## src/rtl/ioctl_ram_writer.sv

```systemverilog
// ioctl_ram_writer: queues ioctl download words and writes them to RAM over a req/ack port
module ioctl_ram_writer #(
    parameter int FIFO_AW = 2,
    parameter int CNT_W   = 16
) (
    input  logic             clk_sys,
    input  logic             reset,
    input  logic             ioctl_download,
    input  logic [7:0]       ioctl_index,
    input  logic             ioctl_we,
    input  logic [24:0]      ioctl_addr,
    input  logic [15:0]      ioctl_dout,
    output logic             mem_wr,
    output logic [23:0]      mem_addr,
    output logic [15:0]      mem_din,
    input  logic             mem_ack,
    output logic             cpu_hold,
    output logic             done,
    output logic [7:0]       done_index,
    output logic             overflow,
    output logic [CNT_W-1:0] word_count
);
    localparam int DEPTH = 1 << FIFO_AW;
    localparam logic [1:0] S_IDLE  = 2'd0;
    localparam logic [1:0] S_LOAD  = 2'd1;
    localparam logic [1:0] S_DRAIN = 2'd2;

    logic [39:0]      fifo_q [DEPTH];
    logic [39:0]      fifo_d [DEPTH];
    logic [FIFO_AW:0] wr_ptr_q, wr_ptr_d, rd_ptr_q, rd_ptr_d;
    logic             we_dly_q, we_dly_d, dl_dly_q, dl_dly_d;
    logic [1:0]       state_q, state_d;
    logic             mem_wr_q, mem_wr_d;
    logic [23:0]      mem_addr_q, mem_addr_d;
    logic [15:0]      mem_din_q, mem_din_d;
    logic             cpu_hold_q, cpu_hold_d;
    logic             done_q, done_d;
    logic [7:0]       done_index_q, done_index_d;
    logic             overflow_q, overflow_d;
    logic [CNT_W-1:0] word_count_q, word_count_d;
    logic             empty, full, push, pop, accept, dl_rise, dl_fall, finish;
    logic [39:0]      head;
    logic             addr_unused;

    assign addr_unused = ioctl_addr[0];
    assign empty   = wr_ptr_q == rd_ptr_q;
    assign full    = (wr_ptr_q[FIFO_AW] != rd_ptr_q[FIFO_AW]) &&
                     (wr_ptr_q[FIFO_AW-1:0] == rd_ptr_q[FIFO_AW-1:0]);
    assign push    = ioctl_we & ~we_dly_q;
    assign pop     = ~mem_wr_q & ~empty;
    // a pop on the same edge frees the slot the push reuses, so full+pop still accepts
    assign accept  = push & (~full | pop);
    assign dl_rise = ioctl_download & ~dl_dly_q;
    assign dl_fall = ~ioctl_download & dl_dly_q;
    assign head    = fifo_q[rd_ptr_q[FIFO_AW-1:0]];
    assign finish  = (state_q == S_DRAIN) & ~dl_rise & empty & ~mem_wr_q;

    // next-state for FIFO, memory request, sequencing and status
    always_comb begin
        fifo_d = fifo_q;
        if (accept) fifo_d[wr_ptr_q[FIFO_AW-1:0]] = {ioctl_addr[24:1], ioctl_dout};
        wr_ptr_d     = wr_ptr_q + (FIFO_AW+1)'(accept);
        rd_ptr_d     = rd_ptr_q + (FIFO_AW+1)'(pop);
        we_dly_d     = ioctl_we;
        dl_dly_d     = ioctl_download;
        mem_wr_d     = mem_wr_q ? ~mem_ack : pop;
        mem_addr_d   = pop ? head[39:16] : mem_addr_q;
        mem_din_d    = pop ? head[15:0] : mem_din_q;
        state_d      = dl_rise ? S_LOAD :
                       (state_q == S_LOAD && dl_fall) ? S_DRAIN :
                       finish ? S_IDLE : state_q;
        cpu_hold_d   = dl_rise | (cpu_hold_q & ~finish);
        done_d       = finish;
        done_index_d = dl_rise ? ioctl_index : done_index_q;
        overflow_d   = dl_rise ? 1'b0 : overflow_q | (push & ~accept);
        word_count_d = dl_rise ? '0 :
                       (mem_wr_q & mem_ack & ~&word_count_q) ? word_count_q + CNT_W'(1) :
                       word_count_q;
    end

    // FIFO storage carries no reset; only the pointers define its contents
    always_ff @(posedge clk_sys) begin
        fifo_q <= fifo_d;
    end

    // control and output registers, flushed by reset
    always_ff @(posedge clk_sys) begin
        if (reset) begin
            wr_ptr_q     <= '0;
            rd_ptr_q     <= '0;
            we_dly_q     <= 1'b0;
            dl_dly_q     <= 1'b0;
            state_q      <= S_IDLE;
            mem_wr_q     <= 1'b0;
            mem_addr_q   <= '0;
            mem_din_q    <= '0;
            cpu_hold_q   <= 1'b0;
            done_q       <= 1'b0;
            done_index_q <= '0;
            overflow_q   <= 1'b0;
            word_count_q <= '0;
        end else begin
            wr_ptr_q     <= wr_ptr_d;
            rd_ptr_q     <= rd_ptr_d;
            we_dly_q     <= we_dly_d;
            dl_dly_q     <= dl_dly_d;
            state_q      <= state_d;
            mem_wr_q     <= mem_wr_d;
            mem_addr_q   <= mem_addr_d;
            mem_din_q    <= mem_din_d;
            cpu_hold_q   <= cpu_hold_d;
            done_q       <= done_d;
            done_index_q <= done_index_d;
            overflow_q   <= overflow_d;
            word_count_q <= word_count_d;
        end
    end

    assign mem_wr     = mem_wr_q;
    assign mem_addr   = mem_addr_q;
    assign mem_din    = mem_din_q;
    assign cpu_hold   = cpu_hold_q;
    assign done       = done_q;
    assign done_index = done_index_q;
    assign overflow   = overflow_q;
    assign word_count = word_count_q;
endmodule
```

## config.mk

```make
export PLATFORM = sky130hd
export DESIGN_NAME = ioctl_ram_writer
export DESIGN_NICKNAME = d
export VERILOG_FILES = /design/src/rtl/ioctl_ram_writer.sv
export SDC_FILE = /design/constraint.sdc
export NUM_CORES = 1
export LEC_CHECK = 0
export BUFFER_PORTS_ARGS = -buffer_cell sky130_fd_sc_hd__buf_2
export CORE_UTILIZATION = 55
export CTS_CLUSTER_SIZE = 8
export DETAILED_ROUTE_END_ITERATION = 8
export MAX_ROUTING_LAYER = met4
export PLACE_DENSITY_LB_ADDON = 0.08
export SLEW_MARGIN = 40
export SYNTH_ARGS = -nofsm -noshare
export SYNTH_HDL_FRONTEND = slang
export SYNTH_SLANG_ARGS = --single-unit
```

## constraint.sdc

```tcl
create_clock -name clk_sys -period 10.3 [get_ports clk_sys]
set_input_delay 0.515 -clock clk_sys [delete_from_list [all_inputs] [get_ports clk_sys]]
set_output_delay 0.515 -clock clk_sys [all_outputs]
set_load 0.01 [all_outputs]
```

==> flow_metrics.py <==
metrics = {
    "clock_network": {
        "path_clk_slew_ps": 50,
        "cts_buffers": 35,
        "cts-resized-gates": 0,
        "tritoncts": "yes",
        "ctsHoldBuffers": 0,
        "worstSkewPairLatency_ps": 500,
        "cts_setup_buffers": 0,
        "htree_levels": 2,
        "root_buffer": "clkbuf_16",
        "numClockSinks": 238,
        "clockBufferDepth": 3,
    },
    "grt": {
        "groute.usage.overall_pct": 22.5,
        "grt_max_degree": 62,
        "overflow": 0,
        "antenna_found_initial": 0,
        "grt_pass1_vias": 5341,
        "grt_pass1_wl_um": 27200,
    },
    "timing": {
        "period_needed_ps": 2570,
        "tightest_slew_ps": 762,
        "fmax_ghz": 0.389,
        "fin_tns_setup_ps": 0,
        "setup_violations": 0,
        "finClkSkew_ps": 11.4,
        "finalMaxSlewViolations": 0,
        "post-route-period-util_pct": 24.9,
        "relSlewSlack_pct": 49.0,
        "finalHoldViolations": 0,
        "rsz0062_at_grt": "false",
    },
    "routing": {
        "vias_per_cell": 5.63,
        "routedWlPerCell_um": 18.2,
        "routed_wl_um": 17300,
        "ant_nets": 0,
        "dr_total_vias": 5380,
        "firstDrtPassIters": 4,
        "first_iter_violations": 352,
        "drc_errors": 0,
    },
    "run_status": {
        "status": "finished, final reports clean",
    },
    "floorplan": {
        "fp.dieW_um": 129,
        "initial_utilization_pct": 57.3,
        "die_h_um": 129,
        "rows": 45,
        "dieArea_mm2": 0.0166,
        "core_area_mm2": 0.0154,
        "io_pins": 122,
    },
    "critical_path": {
        "crit_path_start_kind": "register",
        "worst_r2r_path_depth": 5,
        "required_ps": 10450,
        "crit_fanout": 25,
        "arrival_ps": 2720,
        "end_kind": "register",
        "criticalPathCategory": "reg2reg",
    },
    "run": {
        "drv_cap": 0,
    },
    "layout": {
        "diodes": 0,
        "layout.cells.non_filler": 955,
        "final_cell_mix": "edfxtp_1, buf_2, nand2_1",
        "layout-drive-gt1-share_pct": 29.8,
        "syn2layout_area_growth_pct": 21.1,
        "final_common_cell": "edfxtp_1",
        "nets": 782,
    },
    "synthesis": {
        "synth_seq_cells": 238,
        "ys_types": 44,
        "yosysWarnings": 0,
        "netlist_instances": 590,
        "syn_nets": 649,
        "synth_edf_count": 160,
        "post_synth_main_area_contributors": "edfxtp_1, dfxtp_1, mux4_2, nand2_1, a21oi_1",
        "syn_area_per_cell_um2": 15.0,
        "ys_seq_area_share_pct": 72.0,
        "synth.largest_area_cell": "edfxtp_1",
        "async_reset_ff_share_pct": 0,
        "yosysTopAreaCellShare_pct": 54.3,
        "synth_ff_type": "edfxtp_1",
        "synth_area_mm2": 0.00885,
    },
    "hold_path": {
        "hold_path_class": "in2reg",
        "min_path_cells": 1,
    },
    "placed_design": {
        "gp_congestion": 0.909,
        "portBuffers": 120,
        "dp.final_hpwl_um": 9680,
        "dp.cells": 897,
    },
    "power_and_ir_drop": {
        "p_leak_nw": 3.87,
        "power_density_mw_per_mm2": 259,
        "max-vdd-ir-drop_mv": 0.176,
    },
}
==> area by class of cell <==
type	instances	area, µm²
Clock inverter	2	25.0
Timing Repair Buffer	130	688
Tap cell	211	264
Fill cell	1084	4720
Clock buffer	56	986
Inverter	7	28.8
Multi-Input combinational cell	311	2350
Sequential cell	238	6370
==> critical path, stage by stage, from the launching register on <==
cell and delay (ps):
dfxtp_4 600, xnor2_1 140, a41oi_1 380, nand2_1 150
nor2_4 470, buf_4 470
==> metrics by stage <==
step | utilization, % | power, mW | worst slack [ps] | hold WS [ps] | cell area, µm²
after global routing | 69.4 | 2.90 | 7460 | 215 | 10700
final | 69.4 | 2.77 | 7730 | 230 | 10700
after detailed placement | 62.9 | 1.77 | 7630 | 445 | 9700
after floorplan | - | 1.57 | 5850 | 445 | 8850
after CTS | 69.4 | 2.80 | 7620 | 210 | 10700
after global placement | 62.7 | 1.75 | 7240 | 440 | 9680
==> cell usage after synthesis, types with 5 or more instances <==
cell type / n
edfxtp_1: 160
nand2_1: 108
dfxtp_1: 78
a21oi_1: 56
mux4_2: 40
clkbuf_1: 29
nor2_1: 13
nand4_1: 11
nor2b_1: 8
inv_1: 7
o21ai_0: 6
buf_2: 5
ha_1: 5
nor4_1: 5
o31ai_1: 5
==> sequential cells by signal, indices dropped and copies added, names as in the netlist, 2 cells and up <==
name        count
wr_ptr_q        3
done_index      8
state_q         2
mem_din        16
mem_addr       24
rd_ptr_q        3
word_count     16
fifo_q        160
==> power breakdown <==
part	leakage (nW)	internal, mW	switching [mW]
Combinational	1.29	0.243	0.316
Sequential	2.10	1.12	0.0674
Clock	0.485	0.650	0.377
==> layer usage <==
| layer | vias up | track usage [%] | wire, µm |
|---|---|---|---|
| met3 | 35 | 4.45 | 1150 |
| li1 | 2513 | - | - |
| met5 | - | - | 0 |
| met2 | 197 | 37.1 | 8710 |
| met4 | 0 | 9.00 | 350 |
| met1 | 2635 | 27.5 | 7130 |
==> path summary, 6_finish.rpt <==
path	from	to	slack, ps
min reg2reg	mem_din[7]	mem_din[7]	450
max reg2reg	rd_ptr_q[0]	fifo_q[80]	7730
min	ioctl_addr[5]	fifo_q[100]	230
max	rd_ptr_q[0]	fifo_q[80]	7730
==> logic make-up (layout without fill, tap and decap cells) <==
logic type,Yosys count,in the layout,synth area share [%]
DFF,238,238,72.0
and+or+nand+nor,175,175,9.15
AOI/OAI and AO/OA,83,83,5.37
muxes,41,41,10.3
buffers and inverters,41,195,1.81
xor gates and xnor gates,7,7,0.693
adders and majority gates,5,5,0.707
Power figures use the tool's default switching activity.
